### src/rtl/frame_mem_arbiter.sv
// Two-requester arbiter for the single frame-memory port: display fetcher D has priority,
// processing engine P gets an anti-starvation slot, and read returns are routed by an owner tag pipeline.
module frame_mem_arbiter #(
  parameter int AW         = 16,
  parameter int DW         = 64,
  parameter int RD_LAT     = 2,
  parameter int STARVE_MAX = 8,
  parameter int ADDR_LIMIT = 49152
) (
  input  logic          clk_FPGA,
  input  logic          rst_n,
  input  logic          d_req,
  input  logic [AW-1:0] d_addr,
  output logic          d_gnt,
  output logic          d_rvalid,
  output logic [DW-1:0] d_rdata,
  input  logic          p_req,
  input  logic          p_we,
  input  logic [AW-1:0] p_addr,
  input  logic [DW-1:0] p_wdata,
  output logic          p_gnt,
  output logic          p_rvalid,
  output logic [DW-1:0] p_rdata,
  output logic          p_err,
  output logic [AW-1:0] ram_addr,
  output logic          ram_we,
  output logic [DW-1:0] ram_wdata,
  input  logic [DW-1:0] ram_q
);

  localparam int SW = $clog2(STARVE_MAX + 1);
  localparam logic [SW-1:0] SMAX  = STARVE_MAX[SW-1:0];
  localparam logic [AW:0]   LIMIT = ADDR_LIMIT[AW:0];

  function automatic logic [SW-1:0] sat_inc(input logic [SW-1:0] v);
    return (v == SMAX) ? SMAX : v + 1'b1;
  endfunction

  logic [SW-1:0]   starve_q, starve_d;
  logic [AW-1:0]   ram_addr_q, ram_addr_d;
  logic            ram_we_q, ram_we_d;
  logic [DW-1:0]   ram_wdata_q, ram_wdata_d;
  logic [RD_LAT:0] tag_vld_q, tag_vld_d;
  logic [RD_LAT:0] tag_own_q, tag_own_d;
  logic [RD_LAT:0] tag_zero_q, tag_zero_d;
  logic            d_rvalid_q, d_rvalid_d;
  logic            p_rvalid_q, p_rvalid_d;
  logic [DW-1:0]   d_rdata_q, d_rdata_d;
  logic [DW-1:0]   p_rdata_q, p_rdata_d;
  logic            p_err_q, p_err_d;
  logic            p_wins, acc_d, acc_p, p_ill;

  // Grants are masked while reset is asserted so the whole port reads idle.
  assign p_wins = p_req & (~d_req | (starve_q == SMAX));
  assign p_gnt  = rst_n & p_wins;
  assign d_gnt  = rst_n & d_req & ~p_wins;
  assign acc_d  = d_req & d_gnt;
  assign acc_p  = p_req & p_gnt;
  assign p_ill  = {1'b0, p_addr} >= LIMIT;

  always_comb begin
    starve_d    = '0;
    ram_addr_d  = ram_addr_q;
    ram_wdata_d = ram_wdata_q;
    ram_we_d    = acc_p & p_we & ~p_ill;
    p_err_d     = acc_p & p_ill;
    d_rdata_d   = d_rdata_q;
    p_rdata_d   = p_rdata_q;

    if (p_req && !p_gnt) starve_d = sat_inc(starve_q);

    if (acc_d) begin
      ram_addr_d = d_addr;
    end else if (acc_p) begin
      ram_addr_d = p_addr;
      if (p_we) ram_wdata_d = p_wdata;
    end

    // Stage 0 is the issue cycle; stage RD_LAT lines up with ram_q for that access.
    tag_vld_d  = {tag_vld_q[RD_LAT-1:0],  acc_d | (acc_p & ~p_we)};
    tag_own_d  = {tag_own_q[RD_LAT-1:0],  acc_p};
    tag_zero_d = {tag_zero_q[RD_LAT-1:0], acc_p & p_ill};

    d_rvalid_d = tag_vld_q[RD_LAT] & ~tag_own_q[RD_LAT];
    p_rvalid_d = tag_vld_q[RD_LAT] &  tag_own_q[RD_LAT];
    if (d_rvalid_d) d_rdata_d = ram_q;
    if (p_rvalid_d) p_rdata_d = tag_zero_q[RD_LAT] ? '0 : ram_q;
  end

  always_ff @(posedge clk_FPGA or negedge rst_n) begin
    if (!rst_n) begin
      starve_q    <= '0;
      ram_addr_q  <= '0;
      ram_we_q    <= 1'b0;
      ram_wdata_q <= '0;
      tag_vld_q   <= '0;
      tag_own_q   <= '0;
      tag_zero_q  <= '0;
      d_rvalid_q  <= 1'b0;
      p_rvalid_q  <= 1'b0;
      d_rdata_q   <= '0;
      p_rdata_q   <= '0;
      p_err_q     <= 1'b0;
    end else begin
      starve_q    <= starve_d;
      ram_addr_q  <= ram_addr_d;
      ram_we_q    <= ram_we_d;
      ram_wdata_q <= ram_wdata_d;
      tag_vld_q   <= tag_vld_d;
      tag_own_q   <= tag_own_d;
      tag_zero_q  <= tag_zero_d;
      d_rvalid_q  <= d_rvalid_d;
      p_rvalid_q  <= p_rvalid_d;
      d_rdata_q   <= d_rdata_d;
      p_rdata_q   <= p_rdata_d;
      p_err_q     <= p_err_d;
    end
  end

  assign ram_addr  = ram_addr_q;
  assign ram_we    = ram_we_q;
  assign ram_wdata = ram_wdata_q;
  assign d_rvalid  = d_rvalid_q;
  assign p_rvalid  = p_rvalid_q;
  assign d_rdata   = d_rdata_q;
  assign p_rdata   = p_rdata_q;
  assign p_err     = p_err_q;

endmodule

### config.mk
export PLATFORM = sky130hd
export DESIGN_NAME = frame_mem_arbiter
export DESIGN_NICKNAME = d
export VERILOG_FILES = /design/src/rtl/frame_mem_arbiter.sv
export SDC_FILE = /design/constraint.sdc
export NUM_CORES = 1
export LEC_CHECK = 0
export CAP_MARGIN = 15
export CELL_PAD_IN_SITES_DETAIL_PLACEMENT = 1
export CELL_PAD_IN_SITES_GLOBAL_PLACEMENT = 1
export CORE_MARGIN = 4
export CORE_UTILIZATION = 34
export CTS_BUF_LIST = sky130_fd_sc_hd__clkbuf_2
export CTS_CLUSTER_SIZE = 40
export DETAILED_ROUTE_END_ITERATION = 10
export GPL_TIMING_DRIVEN = 1
export PLACE_DENSITY_LB_ADDON = 0.2
export SETUP_SLACK_MARGIN = 0.5
export SYNTH_ARGS = -nofsm -noshare
export SYNTH_HDL_FRONTEND = slang
export SYNTH_SLANG_ARGS = --single-unit
### constraint.sdc
create_clock -name clk_FPGA -period 2.4 [get_ports clk_FPGA]
set_clock_uncertainty 0.15 [all_clocks]
set_input_delay 0.72 -clock clk_FPGA [delete_from_list [all_inputs] [get_ports clk_FPGA]]
set_output_delay 0.72 -clock clk_FPGA [all_outputs]
set_load 0.05 [all_outputs]
==> results of run 1 <==
-- timing repair --
| action | 4_1_cts | 5_1_grt |
|---|---|---|
| resized for setup | 792 | 52 |
| hold endpoints to repair | 153 | 2 |
| pin swaps | 3 | 3 |
| hold buffers | 1 | 1 |
| setup endpoints to repair | 278 | 367 |
| buffers inserted | 26 | 28 |
| gates cloned | 3 | 6 |
-- cell usage after synthesis --
library cell,n
and3b_1,1
buf_4,2
mux2_2,123
a21bo_2,1
buf_1,1
nand3b_1,1
xnor2_1,1
dfrtp_1,224
a221o_1,2
buf_2,10
mux2_1,5
o21ai_1,1
inv_1,8
o21ai_0,66
nand2_1,66
nand3_1,3
nor2_1,1
a21oi_4,1
mux2i_1,1
o221a_2,14
ha_1,2
o21ai_2,1
nand2b_1,79
and4_1,1
and2_1,3
and3_1,4
nand4b_1,1
buf_6,4
clkbuf_1,20
-- stage by stage --
stage / area [µm²] / setup TNS [ps] / total power, µW / setup slack (ps) / std cells
after floorplan: 8720 / 0 / 8350 / 189 / 647
after global placement: 12700 / -13050 / 10400 / -225 / 1339
after detailed placement: 12700 / -15910 / 10500 / -267 / 1339
after CTS: 14100 / -1010 / 13700 / -518 / 1464
after global routing: 14600 / -1200 / 14500 / -594 / 1501
final: 14600 / -791 / 13800 / -417 / 1501
-- cell families (layout without fill, tap and decap cells) --
family	Yosys count	after routing	synth area share
muxes	129	129	0.167
adders and majority gates	2	2	0.00288
AOI/OAI and AO/OA	86	86	0.0630
buffers and inverters	45	567	0.0252
and+or+nand+nor	160	160	0.0964
other	0	2	0
xor gates and xnor gates	1	1	0.00101
DFF	224	224	0.645
-- power by group --
group | switching, µW | internal, µW | leakage (µW) | total [µW]
Clock | 1490 | 946 | 0.000377 | 2440
Combinational | 3730 | 2530 | 0.00388 | 6260
Sequential | 563 | 4530 | 0.00267 | 5090
-- cell type report --
| type | count | area, µm² | area share |
|---|---|---|---|
| diodes | 2 | 5.00 | 0.000342 |
| inverters | 8 | 33.8 | 0.00231 |
| multi-input cells | 378 | 3090 | 0.211 |
| repair buffers | 464 | 5020 | 0.343 |
| well taps | 330 | 413 | 0.0282 |
| flip-flops and latches | 224 | 5610 | 0.383 |
| clock inverters | 7 | 26.3 | 0.00180 |
| clock buffers | 88 | 440 | 0.0301 |
-- critical path, delay by kind of cell, from the launching register on --
| kind | cells | cell delay, ps |
|---|---|---|
| flops | 1 | 380 |
| compound gates | 1 | 150 |
| simple gates | 1 | 200 |
| fa+ha+maj | 1 | 160 |
| buf+inv | 3 | 290 |
-- how the worst max path moves through the flow --
stage          slack [ps]  cells after the start       endpoint        start
2_1_floorplan         190                      5          p_gnt  starve_q[0]
3_5_place_dp         -270                      6   ram_wdata[4]        p_req
5_1_grt              -590                      6          p_gnt  starve_q[0]
3_3_place_gp         -230                      6  ram_wdata[41]        p_req
4_1_cts              -520                      6          p_gnt  starve_q[1]
6_report             -420                      6          p_gnt  starve_q[0]
-- metal layers --
| metal | GRT usage | share of wire | up-vias |
|---|---|---|---|
| li1 | - | - | 3211 |
| met3 | 0.0836 | 0.099 | 35 |
| met5 | 0 | 0.00027 | - |
| met2 | 0.325 | 0.49 | 300 |
| met4 | 0.0558 | 0.018 | 2 |
| met1 | 0.232 | 0.39 | 3419 |
-- registers in the layout, summed over array words and instances, names as in the netlist --
signal and flops:
d_rdata 64, p_rdata 64, ram_wdata 64, ram_addr 16, starve_q 4, tag_own_q 3, tag_vld_q 3, tag_zero_q 3
d_rvalid 1, p_rvalid 1, ram_we 1
==> results.yml, run 1 <==
run_status:
  status: "finished with violations"
  violations: "setup timing"
critical_path:
  reg2reg_slack_ps: 240
  cpMaxStageDelayCell: "dfrtp_1"
  worstReg2RegStart: "starve_q[0]"
  crit_top_cell: "inv_2"
  crit_path_end_kind: "output pin"
  crit_path_max_fanout: 3
  worstPathArrival_ps: 1950
  slowest_delay_ps: 380
  cp-start-kind: "register"
  crit_chain: "inv_2 > ha_4 > and3b_1 > o21ai_2 > inv_2 > buf_12"
  path_class: "reg2out"
  ff2ff_path_depth: 9
  worst_ep_required_time_ps: 1530
  r2r_end: "ram_wdata[54]"
floorplanning:
  die_area_um2: 28200
  io_pins: 379
  floorplan.rows: 58
  die_h_um: 168
  initial_core_util: 0.345
  core-area_um2: 25200
  dieWidth_um: 168
finish:
  drive_above_1_share: 0.463
  utilization: 0.581
  n_fill_cell: 2568
  layout_commonest_cell: "dfrtp_1"
  area_growth_pct: 68.3
  nNetsFinal: 1301
  layout_common_cells: "224 x dfrtp_1, 212 x buf_6, 163 x clkdlybuf4s50_1"
worst_hold_path:
  hold_class: "reg2reg"
  holdCritStartpoint: "tag_own_q[0]"
  min_path_cells: 0
  hold_end: "tag_own_q[1]"
clock_network:
  root_buffer: "clkbuf_2"
  cts_buffers: 58
  path_clk_slew_ps: 100
  clock_latency_ps: 780
  clk_path_buf_depth: 3
  clock_sinks: 224
  htreeDepth: 2
  cts_tree: "done"
detailed_routing:
  routedWlPerCell_um: 19.8
  ant_nets: 0
  via_count: 6967
  dr.pass1.iters: 4
  drt_iter0_markers: 287
  viasPerCell: 4.64
  finalWirelength_um: 29700
  drc: 0
placement:
  portBuffers: 378
  gp_congestion: 0.762
  dp_hpwl_um: 19900
sta:
  slew_viol_final: 0
  hold-worst-slack_ps: 181
  rsz0062_at_grt: "true"
  finalCritPeriodShare: 1.17
  final.min_clock_period_ps: 2820
  slew_headroom: 0.384
  setup_violations: 2
  setup_ws_ps: -417
  final_hold_viol_count: 0
  max_freq_mhz: 355
  tightest_slew_ps: 924
power_and_ir_drop:
  total_leakage_power_uw: 0.00693
  power_density_nw_per_um2: 942
  vdd_drop_max_v: 0.000462
synth:
  synth_area_leaders: "dfrtp_1 64%, mux2_2 16%, nand2b_1 5.7%"
  ys_warn_count: 0
  synthDominantCellAreaShare: 0.645
  yosys.area.top_type: "dfrtp_1"
  syn_area_um2: 8700
  ys_ff_latch: 224
  syn_area_per_cell_um2: 13.4
  synth_seq_area_share: 0.645
  synth_cells: 647
  synthesis.nets: 814
  yosysUniqueCellTypes: 29
global_route:
  first_global_vias: 7668
  globalRoute.totalOverflow: 0
  grt_first_pass_wirelength_um: 43700
  grt_max_degree: 143
  antenna_found_initial: 3
  grt_use_total: 0.196
run:
  max_cap_viol_count: 0
No activity file was read; power rests on OpenSTA's default activity.
==> run 2, diff against run 1 <==
- SKIP_LAST_GASP: not set -> 1
==> run 2 against run 1 <==
Compared with the run above: the run still ends with setup timing left; fmax is essentially flat; total power hardly changed; non-clock buffer count stayed put; first-iteration DRC count grew 4.9%; clock-buffer cell count unchanged; critical path depth did not move; setup slack improved by 2.4 ps; sequential power about the same; sequential cell count is the same; critical path type unchanged.
==> results.yml, run 2 (same netlist as run 1, synthesis figures left out) <==
sta:
  final_hold_viol_count: 0
  max_freq_mhz: 355
  setup_ws_ps: -414
  rsz0062_at_grt: "true"
  slew_viol_final: 0
  finalCritPeriodShare: 1.17
  setup_violations: 2
  hold-worst-slack_ps: 181
  tightest_slew_ps: 926
  final.min_clock_period_ps: 2810
  slew_headroom: 0.383
placement:
  dp_hpwl_um: 19900
  place_area_um2: 12700
  place_ws_ps: -267
  dp.cells: 1339
  gp_congestion: 0.762
  portBuffers: 378
finish:
  nNetsFinal: 1301
  drive_above_1_share: 0.463
  area_growth_pct: 68.2
  layout_common_cells: "224 x dfrtp_1, 212 x buf_6, 163 x clkdlybuf4s50_1"
  layout.cells.non_filler: 1501
  n_fill_cell: 2568
  fin_area_um2: 14600
  layout_commonest_cell: "dfrtp_1"
critical_path:
  path_class: "reg2out"
  crit_path_max_fanout: 3
  worstPathArrival_ps: 1940
  worst_ep_required_time_ps: 1530
  crit_path_end_kind: "output pin"
  cp-start-kind: "register"
clock_network:
  clock_sinks: 224
  cts_buffers: 58
  htreeDepth: 2
  path_clk_slew_ps: 100
  clock_latency_ps: 780
  root_buffer: "clkbuf_2"
  clk_path_buf_depth: 3
  cts_tree: "done"
floorplanning:
  initial_core_util: 0.345
  die_h_um: 168
  core-area_um2: 25200
  floorplan.rows: 58
  dieWidth_um: 168
  io_pins: 379
  die_area_um2: 28200
global_route:
  grt_first_pass_wirelength_um: 43700
  grt_max_degree: 143
  grt_use_total: 0.196
  globalRoute.totalOverflow: 0
  antenna_found_initial: 3
  first_global_vias: 7668
detailed_routing:
  ant_nets: 0
  finalWirelength_um: 29700
  dr.pass1.iters: 4
  drt_iter0_markers: 301
  viasPerCell: 4.64
  drc: 0
  routedWlPerCell_um: 19.8
  via_count: 6966
worst_hold_path:
  hold_class: "reg2reg"
power_and_ir_drop:
  power_density_nw_per_um2: 942
  total_leakage_power_uw: 0.00692
  power_uw: 13800
  vdd_drop_max_v: 0.000463
run:
  max_cap_viol_count: 0
run_status:
  status: "finished with violations"
  violations: "setup timing"
## run 2: cell types whose count changed in the layout (fill, tap and decap cells not counted)
cell | previous run | this run
mux2_4 | 48 | 45
mux2_2 | 80 | 83
## run 2: timing repair
item	in CTS	in global routing
gates cloned	3	6
pin swaps	3	3
setup endpoints to repair	278	367
endpoints found under the hold margin	153	2
gates resized for setup	792	49
hold buffers	1	1
buffers inserted	26	28
## run 2: worst paths after layout
path / startpoint / to / slack [ps] / cells after the start
max: starve_q[0] / p_gnt / -410 / 6
min: tag_own_q[0] / tag_own_q[1] / 180 / 0
max reg2reg: starve_q[0] / ram_wdata[54] / 240 / 9
min reg2reg: tag_own_q[0] / tag_own_q[1] / 180 / 0
max in group asynchronous: rst_n / d_rdata[34] / 950 / 3
min in group asynchronous: rst_n / ram_addr[10] / 200 / 3
## run 2: cell type report
cell class / instances / area [µm²] / share of cell area
Clock inverter: 7 / 26.3 / 0.00180
Clock buffer: 88 / 440 / 0.0301
Antenna cell: 2 / 5.00 / 0.000342
Timing Repair Buffer: 464 / 5020 / 0.344
Tap cell: 330 / 413 / 0.0282
Inverter: 8 / 33.8 / 0.00231
Sequential cell: 224 / 5610 / 0.383
Multi-Input combinational cell: 378 / 3080 / 0.210
## run 2: critical path, stage by stage (launching register included)
cell	delay [ps]
dfrtp_1	380
inv_2	60
ha_4	160
and3b_1	200
o21ai_2	150
inv_2	80
buf_12	150
## run 2: per-layer routing
metal / global-route usage / share of wire
met4: 0.0558 / 0.018
met3: 0.0836 / 0.099
met1: 0.232 / 0.39
met2: 0.325 / 0.49
met5: 0 / 0.00027
## run 2: where the power goes
group          leakage (µW)  internal [µW]  switching (µW)
clock              0.000377            946            1490
sequential          0.00267           4530             562
combinational       0.00387           2530            3730
## run 2: stage by stage
step | util | setup TNS [ps]
3_5_place_dp | 0.504 | -15910
3_3_place_gp | 0.504 | -13050
6_report | 0.581 | -786
2_1_floorplan | - | 0
5_1_grt | 0.581 | -1200
4_1_cts | 0.558 | -1010
==> edit, RTL diff (config.mk and constraints of run 1) <==
Put one more register stage on the output `p_err`, with the module's reset. The value now appears one clock later. The other outputs are not delayed to match.
--- a/src/rtl/frame_mem_arbiter.sv
+++ b/src/rtl/frame_mem_arbiter.sv
@@ -125,5 +125,11 @@
   assign d_rdata   = d_rdata_q;
   assign p_rdata   = p_rdata_q;
-  assign p_err     = p_err_q;
+  always_ff @(posedge clk_FPGA or negedge rst_n) begin
+    if (!rst_n) begin
+      p_err <= '0;
+    end else begin
+      p_err <= p_err_q;
+    end
+  end
 
 endmodule
Check against the original RTL: not equivalent (a bounded check fails within 4 cycles, from zero or initial values and one cycle with rst_n low).
==> edit against run 1 <==
Sequential cell count is the same; sequential share of layout area fell by 0.33 points; synthesized area hardly changed; sequential power barely moved; non-clock buffer count is 13 higher; clock power grew 8%; design area increased by 0.87%; critical endpoint unchanged; worst setup slack got worse by 0.13 ns; the run still ends with negative setup slack left; total power rose by 2.4%; routed wire length is 4.3% higher.
==> edit: results (changes against run 1) <==
layout cells sized above 1=47.0% (+0.73 points); xor/xnor share of the synthesized area=0.101% (about the same); WL final=31000 um (+4.3%); Power Combinational=6390 uW (+2%); Synth cell types=30 (+3.4%); Crit path max-delay family=flip-flops; global-route wire length before repair=44900 um (+2.7%); Leakage=0.00703 uW (+1.6%); Syn Nets=814 (unchanged); initial DRC count=277 (-3.5%); initial antenna violation count=6 (+3); Crit Reg-Reg Endpoint=ram_wdata[1]; Num CTS Buffers=59 (+1.7%); gr usage total=20.1% (+0.52 points); # setup viols final=2 (unchanged); dpl cells=1338 (-0.075%); Setup WS post-layout=-0.551 ns (-0.134 ns); sequential share of the synthesized area=64.4% (about the same); failing checks=negative setup slack; largest net degree at the start of global routing=157 (+9.8%); combinational power share=45.2% (-0.2 points); mux cell area share after synthesis=16.7% (about the same); critical path's largest stage delay=0.40 ns (+0.02 ns); Post-Route Setup TNS=-1.06 ns (-0.272 ns); Reg2Reg Setup Slack=0.21 ns (-0.03 ns); filler cell count in the final layout=2606 (+1.5%); Switching Share=41.9% (about the same); clock latency on the worst-skew pair=0.84 ns (+0.06 ns); Via density=4.67 (+0.59%); Min-Delay Path Class=in -> async; commonest cells in the netlist=dfrtp_1, mux2_2, nand2b_1; Peak VDD IR=0.516 mV (+12%); pre-CTS setup slack=-0.280 ns (-0.0129 ns); Avg Cell Area, Syn=13.4 um^2 (about the same); top cells by area, synth=dfrtp_1, mux2_2, nand2b_1, o21ai_0, nand2_1; clock power share=18.7% (+1.0 points); Synth Area in Adders=0.288% (about the same); Slew HR=44.0% (+5.6 points); reg2reg start=starve_q[0]; dpl hpwl=19800 um (-0.56%); Compound-Gate Fraction of Synth Area=6.30% (about the same); wire per inst=20.4 um (+3.0%); Placed Instance Area=12700 um^2 (-0.26%); Worst EP arrival=2.08 ns (+0.13 ns); number of global-route vias before repair=7772 (+1.4%); status=complete, but fails checks
==> edit: worst reg2reg max path, stage by stage (launching register included) <==
cell and delay, ns:
dfrtp_1 0.42, inv_2 0.10, ha_4 0.16, buf_4 0.11
buf_6 0.09, nand3b_1 0.14, a21oi_4 0.23, buf_12 0.19
clkbuf_16 0.19, mux2_4 0.29
==> edit: layer usage <==
layer	GRT usage, %	routed length (um)
met1	24.1	12000
met2	33.0	15400
met3	8.43	2860
met4	6.18	734
met5	0	13
==> edit: repair_timing <==
action	in CTS	in global routing
pin swaps	2	2
endpoints found under the setup margin	278	287
buffers inserted	25	44
hold buffers	1	1
endpoints found under the hold margin	224	1
gates cloned	3	5
resized for setup	792	67
==> edit: logic make-up (layout without fill, tap and decap cells) <==
kind of cell,after synthesis,after routing
other,0,5
XOR/XNOR,1,1
buffers and inverters,45,583
AO/OA/AOI/OAI,86,86
adder cells (fa/ha/maj),2,2
AND/OR/NAND/NOR,160,160
flip-flops,224,224
multiplexers,129,129
==> edit: how the worst min path moves through the flow <==
stage / from / endpoint / slack, ns
after floorplan: tag_own_q[0] / tag_own_q[1] / 0.18
after global placement: tag_own_q[0] / tag_own_q[1] / 0.18
after detailed placement: tag_own_q[0] / tag_own_q[1] / 0.19
after CTS: rst_n / ram_wdata[49] / 0.13
after global routing: rst_n / starve_q[2] / 0.06
final: rst_n / starve_q[2] / 0.13
==> edit: final cells by class <==
| class | instances | area (um^2) | area share (%) |
|---|---|---|---|
| sequential | 224 | 5610 | 38.0 |
| timing repair buffer | 477 | 5040 | 34.2 |
| multi-input combinational | 378 | 3150 | 21.4 |
| clock buffer | 87 | 435 | 2.95 |
| tap | 330 | 413 | 2.80 |
| clock inverter | 11 | 68.8 | 0.466 |
| inverter | 8 | 33.8 | 0.229 |
| antenna | 5 | 12.5 | 0.0847 |
